[src/rtl/hazard_stall_if.sv]
// hazard_stall_if: IF/ID + ID/EX decode fields in, pipeline control and mult/div status out
interface hazard_stall_if #(
    parameter int STALL_W = 16
);
    logic [5:0]         id_opcode;
    logic [5:0]         id_funct;
    logic [4:0]         id_rs;
    logic [4:0]         id_rt;
    logic               id_nop;
    logic               ex_mem_read;
    logic [4:0]         ex_rt;
    logic               ex_branch_taken;
    logic               ex_jump;
    logic               pc_write;
    logic               ifid_write;
    logic               ifid_flush;
    logic               idex_nop;
    logic               muldiv_start;
    logic               muldiv_busy;
    logic [STALL_W-1:0] stall_cycles;

    modport master (
        output id_opcode, id_funct, id_rs, id_rt, id_nop,
        output ex_mem_read, ex_rt, ex_branch_taken, ex_jump,
        input  pc_write, ifid_write, ifid_flush, idex_nop,
        input  muldiv_start, muldiv_busy, stall_cycles
    );

    modport slave (
        input  id_opcode, id_funct, id_rs, id_rt, id_nop,
        input  ex_mem_read, ex_rt, ex_branch_taken, ex_jump,
        output pc_write, ifid_write, ifid_flush, idex_nop,
        output muldiv_start, muldiv_busy, stall_cycles
    );
endinterface

[src/rtl/hazard_stall_ctrl.sv]
// hazard_stall_ctrl: load-use bubbles, redirect flushes and mult/div interlock between IF/ID and ID/EX
module hazard_stall_ctrl #(
    parameter int MULDIV_LAT = 32,
    parameter int CNT_W      = 6,
    parameter int STALL_W    = 16
) (
    input logic          clk,
    input logic          rst_n,
    hazard_stall_if.slave bus
);
    localparam logic [0:0] RUN     = 1'b0;
    localparam logic [0:0] MD_BUSY = 1'b1;

    logic [0:0]         state;
    logic [CNT_W-1:0]   cnt;
    logic [STALL_W-1:0] stall_cnt;
    logic uses_rs, uses_rt, is_md, is_hilo, loaduse, md_ilk, redirect, stall;

    // Decode the ID instruction and form the three hazard terms; a NOP word uses nothing
    always_comb begin
        uses_rs  = !bus.id_nop && bus.id_opcode != 6'd2;
        uses_rt  = !bus.id_nop && bus.id_opcode inside {6'd0, 6'd4, 6'd43};
        is_md    = !bus.id_nop && bus.id_opcode == 6'd0 && bus.id_funct inside {6'd24, 6'd25, 6'd26, 6'd27};
        is_hilo  = !bus.id_nop && bus.id_opcode == 6'd0 && bus.id_funct inside {6'd16, 6'd18};
        loaduse  = bus.ex_mem_read && bus.ex_rt != 5'd0 &&
                   ((uses_rs && bus.ex_rt == bus.id_rs) || (uses_rt && bus.ex_rt == bus.id_rt));
        md_ilk   = state == MD_BUSY && (is_md || is_hilo);
        redirect = bus.ex_branch_taken || bus.ex_jump;
        stall    = loaduse || md_ilk;
    end

    // Prioritised pipeline control: reset holds PC and bubbles, redirect beats stall beats start
    always_comb begin
        bus.pc_write     = rst_n && (redirect || !stall);
        bus.ifid_write   = rst_n && (redirect || !stall);
        bus.ifid_flush   = !rst_n || redirect;
        bus.idex_nop     = !rst_n || redirect || stall;
        bus.muldiv_start = rst_n && !redirect && !stall && state == RUN && is_md;
    end

    assign bus.muldiv_busy  = state == MD_BUSY;
    assign bus.stall_cycles = stall_cnt;

    // Busy window: counter loads LAT-1 on the start edge, state returns to RUN after it reaches zero
    always_ff @(posedge clk or negedge rst_n) begin
        if (!rst_n) begin
            state <= RUN;
            cnt   <= '0;
        end else if (state == RUN) begin
            if (bus.muldiv_start) begin
                state <= MD_BUSY;
                cnt   <= CNT_W'(MULDIV_LAT - 1);
            end
        end else if (cnt == '0) begin
            state <= RUN;
        end else begin
            cnt <= cnt - 1'b1;
        end
    end

    // Saturating count of cycles where the PC was held
    always_ff @(posedge clk or negedge rst_n) begin
        if (!rst_n)
            stall_cnt <= '0;
        else if (!bus.pc_write && stall_cnt != '1)
            stall_cnt <= stall_cnt + 1'b1;
    end
endmodule
[src/flat_wrapper.sv]
// flat-port wrapper written by rule: the top's interface ports become plain ports
module hazard_stall_ctrl_flat 
#(
    parameter int MULDIV_LAT = 32,
    parameter int CNT_W      = 6,
    parameter int STALL_W    = 16
)
  (clk, rst_n, bus_id_opcode, bus_id_funct, bus_id_rs, bus_id_rt, bus_id_nop, bus_ex_mem_read, bus_ex_rt, bus_ex_branch_taken, bus_ex_jump, bus_pc_write, bus_ifid_write, bus_ifid_flush, bus_idex_nop, bus_muldiv_start, bus_muldiv_busy, bus_stall_cycles);
  hazard_stall_if #(.STALL_W(STALL_W)) bus_i ();
  input logic clk;
  input logic rst_n;
  input wire logic [$bits(bus_i.id_opcode)-1:0] bus_id_opcode;
  input wire logic [$bits(bus_i.id_funct)-1:0] bus_id_funct;
  input wire logic [$bits(bus_i.id_rs)-1:0] bus_id_rs;
  input wire logic [$bits(bus_i.id_rt)-1:0] bus_id_rt;
  input wire logic [$bits(bus_i.id_nop)-1:0] bus_id_nop;
  input wire logic [$bits(bus_i.ex_mem_read)-1:0] bus_ex_mem_read;
  input wire logic [$bits(bus_i.ex_rt)-1:0] bus_ex_rt;
  input wire logic [$bits(bus_i.ex_branch_taken)-1:0] bus_ex_branch_taken;
  input wire logic [$bits(bus_i.ex_jump)-1:0] bus_ex_jump;
  output wire logic [$bits(bus_i.pc_write)-1:0] bus_pc_write;
  output wire logic [$bits(bus_i.ifid_write)-1:0] bus_ifid_write;
  output wire logic [$bits(bus_i.ifid_flush)-1:0] bus_ifid_flush;
  output wire logic [$bits(bus_i.idex_nop)-1:0] bus_idex_nop;
  output wire logic [$bits(bus_i.muldiv_start)-1:0] bus_muldiv_start;
  output wire logic [$bits(bus_i.muldiv_busy)-1:0] bus_muldiv_busy;
  output wire logic [$bits(bus_i.stall_cycles)-1:0] bus_stall_cycles;
  assign bus_i.id_opcode = bus_id_opcode;
  assign bus_i.id_funct = bus_id_funct;
  assign bus_i.id_rs = bus_id_rs;
  assign bus_i.id_rt = bus_id_rt;
  assign bus_i.id_nop = bus_id_nop;
  assign bus_i.ex_mem_read = bus_ex_mem_read;
  assign bus_i.ex_rt = bus_ex_rt;
  assign bus_i.ex_branch_taken = bus_ex_branch_taken;
  assign bus_i.ex_jump = bus_ex_jump;
  assign bus_pc_write = bus_i.pc_write;
  assign bus_ifid_write = bus_i.ifid_write;
  assign bus_ifid_flush = bus_i.ifid_flush;
  assign bus_idex_nop = bus_i.idex_nop;
  assign bus_muldiv_start = bus_i.muldiv_start;
  assign bus_muldiv_busy = bus_i.muldiv_busy;
  assign bus_stall_cycles = bus_i.stall_cycles;
  hazard_stall_ctrl #(.MULDIV_LAT(MULDIV_LAT), .CNT_W(CNT_W), .STALL_W(STALL_W)) u_core (.clk(clk), .rst_n(rst_n), .bus(bus_i));
endmodule
[config.mk]
export PLATFORM = sky130hd
export DESIGN_NAME = hazard_stall_ctrl_flat
export DESIGN_NICKNAME = d
export VERILOG_FILES = /design/src/rtl/hazard_stall_if.sv /design/src/rtl/hazard_stall_ctrl.sv /design/src/flat_wrapper.sv
export SDC_FILE = /design/constraint.sdc
export NUM_CORES = 1
export LEC_CHECK = 0
export ABC_CLOCK_PERIOD_IN_PS = 5200
export CORE_MARGIN = 4
export CORE_UTILIZATION = 47
export DETAILED_ROUTE_END_ITERATION = 10
export HOLD_SLACK_MARGIN = 0.08
export PLACE_DENSITY = 0.84
export SYNTH_ARGS = -nofsm -noshare
export SYNTH_HDL_FRONTEND = slang
export SYNTH_SLANG_ARGS = --single-unit
[constraint.sdc]
create_clock -name clk -period 5.2 [get_ports clk]
set_input_delay 1.04 -clock clk [delete_from_list [all_inputs] [get_ports clk]]
set_output_delay 1.04 -clock clk [all_outputs]
set_load 0.1 [all_outputs]
==> results.md, run 1 <==
- Status: complete, no violations
- Clock sink count: 23
- # nets final: around 240
- Max Cap Viol: 0
- Syn nets: 182
- Initial Util: 48.4%
- Setup TNS: 0 ns
- Worst-Skew Late Latency: 0.31 ns
- Global-route wire length before repair: just over 6000 µm
- Ant diodes: 0
- P_leak: 0.808 nW
- Placed inst area: between 2000 and 2500 µm²
- Num ports: 55
- Seq cells post-synth: 23
- RSZ-0062 raised after global routing: false
- Detailed-route DRC error count: 0
- CTS resizes: 0
- TritonCTS Buffers: 3
- Setup CP Type: input pin to output pin
- # fillers: 225
- Hold_buf cts: 0
- Worst r2r src: u_core.bus.stall_cycles[2]$_DFFE_PN0P_
- Hold WS: 0.502 ns
- Crit path from: bus_ex_rt[0]
- Fin crit period: 4.37 ns
- Post-Syn Area: 1470 µm²
- Final max-slew violation count: 0
- Die H: ~64 µm
- Crit. End Element: output pin
- Gate Count Post-Synth: 147
- Post-DR wirelength/cell: 14.8 µm
- Initial drt markers: 55
- Routed vias: 1,360
- Sequential share of power: 30.4%
- Clk slew on worst S/H paths: approximately 0.12 ns
- Yosys cell types: 37
- DR vias/cell: approximately 5.6
- Pre-antenna DRT Iters: 4
- R2R Path End: u_core.bus.stall_cycles[1]$_DFFE_PN0P_
- GRT Total Usage: 18.6%
- CORE AREA: roughly 3000 µm²
- Footprint of the multi-input gates: 842 µm²
- CTS max path bufs: 2
- Register area: 576 µm²
- Leading area contributor after synthesis: dfrtp_1
- Comb pwr share: 60.8%
- Post-CTS setup buffers: 0
- Rows: 20
- Design Area, Final: about 2100 µm²
- Ys flop type: dfrtp_1
- EDFF count, synth: 0
- Largest net degree at the start of global routing: 42
- Vias in the first global route: around 1,400
- Setup crit end: bus_pc_write
- Hold Fails Final Rpt: 0
- Die area: 4080 µm²
- Sw Share: 56.9%
- Top cell type's share of synthesized area: 39.2%
- HP Class: register to register
- Sequential share of the synthesized area: 39.2%
- # H-tree levels: 1
- R2r worst-path depth: 5
- Synth area leaders: dfrtp_1 (39%), xor2_1 (10%), xnor2_1 (6.6%)
- Syn Area/Cell: 9.98 µm²
- Final Skew: 0.00246 ns
- Internal power: 0.403 mW
- Synthesis-to-layout area growth: 42.0%
- Final wirelength: 3600 µm
- Fmax: 229 MHz
- Ys Warns: 0
- Measured slew at the worst slew-check pin: between 0.9 and 1 ns
- CP startpoint kind: input pin
- Clock root cell: clkbuf_4
- Slew headroom: 34.8%
- Async SR Flop Fraction: 100%
- Worst vdd ir: 0.173 mV
- Net switching power of the design: 0.532 mW
- CTS tree: yes
- Final GP Congestion: 0.838
- R2R setup slack: 3.02 ns
- Final setup viols: 0
- Most frequent cell after synthesis: dfrtp_1
- Period utilisation layout: between 80 and 90%
- Critical Path AT: 3.33 ns
- Top cells by count, synth: dfrtp_1 (23), xor2_1 (17), nand2_1 (12)
- Worst EP required: 4.16 ns
- Layout cells sized above 1: 10.1%
- Detailed placement HPWL: 2910 µm
- # port buffers: 53
- Worst hold stages: 1
- Total gr overflow: 0
- Final ANT Viol Nets: 0
- Clock power frac: 8.8%
- Initial antenna violation count: 0
- Critical path fanouts, max: 16
- Die Wd: 63.9 µm
- Power Density: 449 nW/µm²
==> registers in the layout, indices dropped and copies added, names as in the netlist <==
signal,flops
u_core.bus.muldiv_busy,1
u_core.bus.stall_cycles,16
u_core.cnt,6
==> logic make-up (layout without fill, tap and decap cells) <==
logic type,count (synthesis),count (layout),share of synthesized area (%)
compound gates,22,22,13.1
xor+xnor,28,28,16.7
fa+ha+maj,2,2,1.71
buf+inv,10,62,3.33
flops,23,23,39.2
mux,2,2,1.79
simple gates,60,60,24.1
==> layout by cell type (no fill, tap or decap), types with 3 or more instances in the layout <==
cell type | netlist | final
dfrtp_1 | 23 | 23
nor4_1 | 4 | 4
inv_1 | 3 | 3
and4b_1 | 3 | 3
a211oi_1 | 11 | 11
nor2_1 | 6 | 6
buf_4 | 1 | 4
buf_12 | 0 | 3
xor2_1 | 17 | 17
clkbuf_4 | 0 | 3
nand3_1 | 10 | 10
nand2_1 | 12 | 12
and3_1 | 5 | 5
xnor2_1 | 11 | 11
clkdlybuf4s50_1 | 0 | 48
nand4_1 | 3 | 3
==> per-layer routing <==
metal	vias to the layer above	global-route usage, %	share of wire, %
met3	8	6.33	11
met1	632	21.9	38
met2	79	31.0	49
li1	641	-	-
met5	-	0	0
met4	0	7.55	2.1
==> worst min path at each step <==
| stage | startpoint | endpoint |
|---|---|---|
| 3_5_place_dp | u_core.bus.stall_cycles[7]$_DFFE_PN0P_ | u_core.bus.stall_cycles[7]$_DFFE_PN0P_ |
| 6_report | u_core.bus.stall_cycles[7]$_DFFE_PN0P_ | u_core.bus.stall_cycles[7]$_DFFE_PN0P_ |
| 5_1_grt | u_core.bus.stall_cycles[7]$_DFFE_PN0P_ | u_core.bus.stall_cycles[7]$_DFFE_PN0P_ |
| 4_1_cts | u_core.bus.stall_cycles[7]$_DFFE_PN0P_ | u_core.bus.stall_cycles[7]$_DFFE_PN0P_ |
| 3_3_place_gp | u_core.bus.stall_cycles[7]$_DFFE_PN0P_ | u_core.bus.stall_cycles[7]$_DFFE_PN0P_ |
| 2_1_floorplan | u_core.cnt[4]$_DFFE_PN0P_ | u_core.cnt[4]$_DFFE_PN0P_ |
==> worst max-delay path, stage by stage <==
cell and delay (ns):
clkdlybuf4s50_1 0.47, or4_1 0.55, o21ai_2 0.18, nor4_2 0.09, o31ai_4 0.25, buf_4 0.26
and2_1 0.27, buf_12 0.21
==> power by group through the flow <==
| stage | Sequential (mW) | Clock [mW] | Combinational, mW |
|---|---|---|---|
| after global placement | 0.282 | 0 | 0.560 |
| after global routing | 0.293 | 0.0889 | 0.592 |
| after detailed placement | 0.287 | 0 | 0.570 |
| after floorplan | 0.591 | 0 | 0.106 |
| after CTS | 0.283 | 0.0819 | 0.571 |
| final | 0.284 | 0.0823 | 0.569 |
==> stage by stage <==
step	util (%)	total power, mW	cells	setup WS, ns
finish	68.8	0.935	243	0.828
global route	68.8	0.974	243	0.713
CTS	68.8	0.936	243	0.823
detailed placement	67.9	0.857	239	0.821
global placement	67.9	0.841	239	0.886
floorplan	-	0.698	147	0.538
==> area by class of cell <==
class                      instances  area share, %
clock inverter                     1          0.240
timing repair buffer              55           27.4
tap                               44           2.64
inverter                           3          0.541
clock buffer                       3           1.08
multi-input combinational        114           40.4
sequential                        23           27.6
No activity file was read; power rests on OpenSTA's default activity.
==> inputs of run 2 (changes only) <==
--- a/config.mk
+++ b/config.mk
@@ -5,12 +5,12 @@
 export SDC_FILE = /design/constraint.sdc
 export NUM_CORES = 1
 export LEC_CHECK = 0
-export ABC_CLOCK_PERIOD_IN_PS = 5200
+export ABC_CLOCK_PERIOD_IN_PS = 3700
 export CORE_MARGIN = 4
-export CORE_UTILIZATION = 47
+export CORE_UTILIZATION = 40
 export DETAILED_ROUTE_END_ITERATION = 10
 export HOLD_SLACK_MARGIN = 0.08
-export PLACE_DENSITY = 0.84
+export PLACE_DENSITY = 0.76
 export SYNTH_ARGS = -nofsm -noshare
 export SYNTH_HDL_FRONTEND = slang
 export SYNTH_SLANG_ARGS = --single-unit
==> constraint.sdc (replaced) <==
create_clock -name clk -period 3.7 [get_ports clk]
set_input_delay 0.74 -clock clk [delete_from_list [all_inputs] [get_ports clk]]
set_output_delay 0.74 -clock clk [all_outputs]
set_load 0.1 [all_outputs]
==> results.md, run 2 (synthesis gave the netlist of run 1 again) <==
- R2R Path End: u_core.bus.stall_cycles[1]$_DFFE_PN0P_
- Worst path cell trace: clkdlybuf4s50_1 > or4_1 > o21ai_2 > nor4_2 > nor3_2 > and4b_1 > buf_12
- Commonest cells after routing, fill and taps aside: clkdlybuf4s50_1 (48), dfrtp_1 (23), xor2_1 (17)
- Placed cell count: 242 (+1.3%)
- CP max stage delay: 0.56 ns (about the same)
- Setup CP Type: input pin to output pin
- Initial Util: 42.6% (-5.8 points)
- HP Class: register to register
- Detailed-route DRC error count: 0 (unchanged)
- Fmax: 283 MHz
- Measured slew at the worst slew-check pin: 0.979 ns (+0.00416 ns)
- Final Skew: 0.00328 ns (+0.000827 ns)
- Final GP Congestion: 0.859 (+2.5%)
- Hold Fails Final Rpt: 0 (unchanged)
- Critical path depth in cells: 7 (-1)
- R2r worst-path depth: 5 (unchanged)
- Pre-antenna DRT Iters: 4 (unchanged)
- CTS max path bufs: 2 (unchanged)
- GRT Total Usage: 16.1% (-2.6 points)
- Num ports: 55 (unchanged)
- Final ANT Viol Nets: 0 (unchanged)
- CP startpoint kind: input pin
- Hold WS: 0.496 ns (-0.00587 ns)
- Total gr overflow: 0 (unchanged)
- Fin crit period: 3.53 ns
- Ant diodes: 0 (unchanged)
- Die Wd: 68.5 µm (+7.3%)
- Initial drt markers: 92 (+67%)
- # fillers: 285 (+27%)
- Vias in the first global route: 1,363 (-1.7%)
- R2R setup slack: 1.58 ns (-1.44 ns)
- Critical path fanouts, max: 3 (-13)
- Setup crit end: bus_muldiv_start
- Crit. End Element: output pin
- TritonCTS Buffers: 3 (unchanged)
- Worst-Skew Late Latency: 0.26 ns (-0.05 ns)
- Worst path buffer plus inverter count: 2 (-1)
- Top Family by Delay on Critical Path: simple AND/OR/NAND/NOR gates
- Setup TNS: 0 ns (unchanged)
- DR vias/cell: 5.34 (-4.6%)
- Crit path from: bus_ex_rt[0]
- Post-DR wirelength/cell: 14.0 µm (-5.3%)
- Detailed placement HPWL: 2830 µm (-2.7%)
- Largest net degree at the start of global routing: 26 (-38%)
- Initial antenna violation count: 0 (unchanged)
- RSZ-0062 raised after global routing: false
- Non-filler instance count after layout: 246 (+1.2%)
- Period utilisation layout: 95.5%
- Layout cells sized above 1: 11.0% (+0.95 points)
- Worst vdd ir: 0.227 mV (+31%)
- Status: complete, no violations
- Worst EP required: 2.96 ns (-1.20 ns)
- Clock sink count: 23 (unchanged)
- Worst r2r src: u_core.bus.stall_cycles[2]$_DFFE_PN0P_
- Final wirelength: 3460 µm (-4.1%)
- Slew headroom: 34.5% (-0.28 points)
- # nets final: 236 (+0.43%)
- Commonest non-fill, non-tap cell in the layout: clkdlybuf4s50_1
- CP max stage cell: or4_1
- CTS tree: yes
- Max FFs per register: 16 (unchanged)
- Global-route wire length before repair: 5910 µm (-3.5%)
- Clock root cell: clkbuf_8
- Overall power: 1.36 mW (+45%)
- Final max-slew violation count: 0 (unchanged)
- # H-tree levels: 1 (unchanged)
- # port buffers: 53 (unchanged)
- Die H: 68.5 µm (+7.3%)
- Max Cap Viol: 0 (unchanged)
- Rows: 21 (+5.0%)
- Clk slew on worst S/H paths: 0.08 ns (-0.04 ns)
- Synthesis-to-layout area growth: 46.1%
- CORE AREA: 3440 µm² (+14%)
- Routed vias: 1,313 (-3.5%)
- Power Density: 633 nW/µm² (+41%)
- P_leak: 0.833 nW (+3.1%)
- Die area: 4700 µm² (+15%)
- Final setup viols: 0 (unchanged)
- Critical Path AT: 2.79 ns (-0.54 ns)
## run 2: cell count changes in the layout (fill, tap and decap cells not counted), sizes merged
cell,before,now
buf,7,8
clkinv,1,0
clkbuf,3,4
## run 2: metrics by stage
stage	setup slack, ns	instance area, µm²	utilization (%)
global placement	0.110	2090	60.8
floorplan	0.137	1470	-
detailed placement	0.0519	2090	60.8
finish	0.167	2140	62.2
CTS	0.0544	2140	62.1
global route	0.0576	2140	62.2
## run 2: how the worst min path moves through the flow
| stage | start | endpoint | slack [ns] | cells past startpoint |
|---|---|---|---|---|
| floorplan | rst_n | u_core.bus.muldiv_busy$_DFF_PN0_ | 0.44 | 0 |
| global placement | u_core.bus.stall_cycles[5]$_DFFE_PN0P_ | u_core.bus.stall_cycles[5]$_DFFE_PN0P_ | 0.47 | 1 |
| detailed placement | u_core.bus.stall_cycles[5]$_DFFE_PN0P_ | u_core.bus.stall_cycles[5]$_DFFE_PN0P_ | 0.48 | 1 |
| CTS | u_core.bus.stall_cycles[5]$_DFFE_PN0P_ | u_core.bus.stall_cycles[5]$_DFFE_PN0P_ | 0.50 | 1 |
| global route | u_core.bus.stall_cycles[5]$_DFFE_PN0P_ | u_core.bus.stall_cycles[5]$_DFFE_PN0P_ | 0.51 | 1 |
| finish | u_core.bus.stall_cycles[7]$_DFFE_PN0P_ | u_core.bus.stall_cycles[7]$_DFFE_PN0P_ | 0.50 | 1 |
## run 2: worst register-to-register path, stage by stage (launching register included)
cell,delay [ns]
dfrtp_1,0.44
and4_1,0.25
and3_1,0.32
and4_1,0.58
a21oi_2,0.10
mux2_4,0.32
## run 2: what timing repair did
| item | in CTS | in global routing |
|---|---|---|
| buffers inserted | 0 | 0 |
| resized for setup | 0 | 1 |
| hold buffers | 0 | 0 |
| setup endpoints to repair | 0 | 1 |
## run 2: cell type report
type,instances,area [µm²],share of cell area (%)
clock buffers,4,45.0,2.10
inverters,3,11.3,0.526
well taps,46,57.6,2.69
repair buffers,56,603,28.2
flip-flops and latches,23,576,26.9
multi-input cells,114,850,39.7
## run 2: power breakdown
part | switching, mW | internal (mW)
clock | 0.0770 | 0.0768
combinational | 0.590 | 0.212
sequential | 0.0809 | 0.319
## run 2: layer usage
metal  wire length (µm)  GRT usage (%)  vias to the layer above
met5                  0              0                        -
met4                 36           3.72                        0
met3                225           2.43                        4
met2               1630           28.7                       51
met1               1570           20.3                      617
li1                   -              -                      641
==> inputs of run 3 (changes only) <==
--- a/config.mk
+++ b/config.mk
@@ -10,7 +10,7 @@
 export CORE_UTILIZATION = 40
 export DETAILED_ROUTE_END_ITERATION = 10
 export HOLD_SLACK_MARGIN = 0.08
-export PLACE_DENSITY = 0.76
+export PLACE_DENSITY = 0.79
 export SYNTH_ARGS = -nofsm -noshare
 export SYNTH_HDL_FRONTEND = slang
 export SYNTH_SLANG_ARGS = --single-unit
==> results.md, run 3 (synthesis gave the netlist of run 1 again) <==
- P_leak: 0.836 nW (+0.33%)
- Slew headroom: 34.3% (-0.21 points)
- Layout cells sized above 1: 11.5% (+0.50 points)
- Crit. End Element: output pin
- CTS resizes: 0 (unchanged)
- Num ports: 55 (unchanged)
- Fmax: 282 MHz (-0.46%)
- RSZ-0062 raised after global routing: false
- HP Class: register to register
- DR vias/cell: 5.40 (+1.1%)
- # nets final: 236 (unchanged)
- Design Area, Final: 2140 µm² (about the same)
- Overall power: 1.35 mW (-0.21%)
- Pre-antenna DRT Iters: 4 (unchanged)
- Die area: 4700 µm² (unchanged)
- Commonest cells after routing, fill and taps aside: clkdlybuf4s50_1 (48), dfrtp_1 (23), xor2_1 (17)
- Vias in the first global route: 1,418 (+4.0%)
- Hold_buf cts: 0 (unchanged)
- Worst vdd ir: 0.279 mV (+23%)
- Fin crit period: 3.55 ns (+0.0163 ns)
- Status: complete, no violations
- TritonCTS Buffers: 3 (unchanged)
- CP max stage cell: or4_1
- Max FFs per register: 16 (unchanged)
- Clock root cell: clkbuf_8
- Internal power: 0.605 mW (-0.36%)
- Net switching power of the design: 0.747 mW (about the same)
- Post-DR wirelength/cell: 14.3 µm (+1.8%)
- Worst path cell trace: clkdlybuf4s50_1 > or4_1 > o21ai_2 > nor4_2 > nor3_2 > and4b_1 > buf_12
- Clock power frac: 11.3% (about the same)
- # H-tree levels: 1 (unchanged)
- Die H: 68.5 µm (unchanged)
- Max Cap Viol: 0 (unchanged)
- Period utilisation layout: 95.9% (+0.44 points)
- CORE AREA: 3440 µm² (unchanged)
- Comb pwr share: 59.1% (about the same)
- CTS tree: yes
- Worst-Skew Late Latency: 0.26 ns (about the same)
- Post-CTS setup buffers: 0 (unchanged)
- Setup CP Type: input pin to output pin
- Utilization after layout: 62.3% (about the same)
- Initial Util: 42.6% (unchanged)
- Global-route wire length before repair: 5990 µm (+1.3%)
- Rows: 21 (unchanged)
- Setup TNS: 0 ns (unchanged)
- # port buffers: 53 (unchanged)
- Final max-slew violation count: 0 (unchanged)
- Clk slew on worst S/H paths: 0.08 ns (about the same)
- # fillers: 287 (+0.70%)
- Setup ws final: 0.151 ns (-0.0163 ns)
- Hold Fails Final Rpt: 0 (unchanged)
- Final ANT Viol Nets: 0 (unchanged)
- Critical Path AT: 2.81 ns (+0.02 ns)
- Detailed-route DRC error count: 0 (unchanged)
- CTS max path bufs: 2 (unchanged)
- Sequential share of power: 29.6% (about the same)
- Final wirelength: 3520 µm (+1.8%)
- Die Wd: 68.5 µm (unchanged)
- CP max stage delay: 0.60 ns (+0.04 ns)
- Place WS: 0.0417 ns (-0.0102 ns)
- Largest net degree at the start of global routing: 30 (+15%)
- Sw Share: 55.2% (+0.067 points)
- Measured slew at the worst slew-check pin: 0.983 ns (+0.00318 ns)
- Final setup viols: 0 (unchanged)
- Placed inst area: 2090 µm² (unchanged)
- Commonest non-fill, non-tap cell in the layout: clkdlybuf4s50_1
- Clock sink count: 23 (unchanged)
- Initial antenna violation count: 0 (unchanged)
- Ant diodes: 0 (unchanged)
- Total gr overflow: 0 (unchanged)
- Worst EP required: 2.96 ns (about the same)
- Initial drt markers: 25 (-73%)
- GRT Total Usage: 16.6% (+0.50 points)
- CP startpoint kind: input pin
- Routed vias: 1,328 (+1.1%)
- Final Skew: 0.00291 ns (-0.000376 ns)
- Detailed placement HPWL: 2870 µm (+1.3%)
- Synthesis-to-layout area growth: 46.2% (about the same)
- Final GP Congestion: 0.834 (-2.9%)
- Power Density: 631 nW/µm² (-0.27%)
- Critical path fanouts, max: 3 (unchanged)
run 3: changes by cell type in the layout (fill, tap and decap cells not counted):
| cell | previous run | this run |
|---|---|---|
| clkbuf_1 | 1 | 0 |
| clkinv_2 | 0 | 1 |
run 3: area by class of cell:
cell class	count	area (µm²)	share of cell area, %
clock buffer	3	41.3	1.93
clock inverter	1	5.00	0.234
inverter	3	11.3	0.525
multi-input combinational	114	850	39.6
sequential	23	576	26.9
tap	46	57.6	2.69
timing repair buffer	56	603	28.1
run 3: worst paths after layout:
check / startpoint / to / slack, ns / cells past startpoint
max: bus_ex_rt[0] / bus_muldiv_start / 0.15 / 7
min: u_core.bus.stall_cycles[5]$_DFFE_PN0P_ / u_core.bus.stall_cycles[5]$_DFFE_PN0P_ / 0.49 / 1
max reg2reg: u_core.bus.stall_cycles[8]$_DFFE_PN0P_ / u_core.bus.stall_cycles[14]$_DFFE_PN0P_ / 1.55 / 6
min reg2reg: u_core.bus.stall_cycles[5]$_DFFE_PN0P_ / u_core.bus.stall_cycles[5]$_DFFE_PN0P_ / 0.49 / 1
max in group asynchronous: rst_n / u_core.bus.stall_cycles[10]$_DFFE_PN0P_ / 2.26 / 3
min in group asynchronous: rst_n / u_core.cnt[1]$_DFFE_PN0P_ / 0.89 / 2
run 3: critical path, delay by kind of cell:
kind	cells	cell delay, ns
and+or+nand+nor	4	1.21
AOI/OAI and AO/OA	1	0.20
buffers and inverters	2	0.66
run 3: routing by layer:
layer,wire (µm),vias to the layer above,track usage (%),share of wire (%)
met2,1740,57,29.4,49
met1,1410,622,18.5,40
met4,67,0,7.94,1.9
met3,305,6,3.89,8.7
li1,-,643,-,-
met5,0,-,0,0
run 3: power groups by stage:
stage / clock [mW] / sequential, mW / combinational (mW)
floorplan: 0 / 0.831 / 0.150
global placement: 0 / 0.395 / 0.792
detailed placement: 0 / 0.406 / 0.802
CTS: 0.157 / 0.401 / 0.804
global route: 0.164 / 0.410 / 0.833
finish: 0.153 / 0.400 / 0.800
run 3: stage by stage:
stage	hold WS, ns	instances
floorplan	0.444	147
global placement	0.473	242
detailed placement	0.485	242
CTS	0.496	246
global route	0.504	246
finish	0.493	246
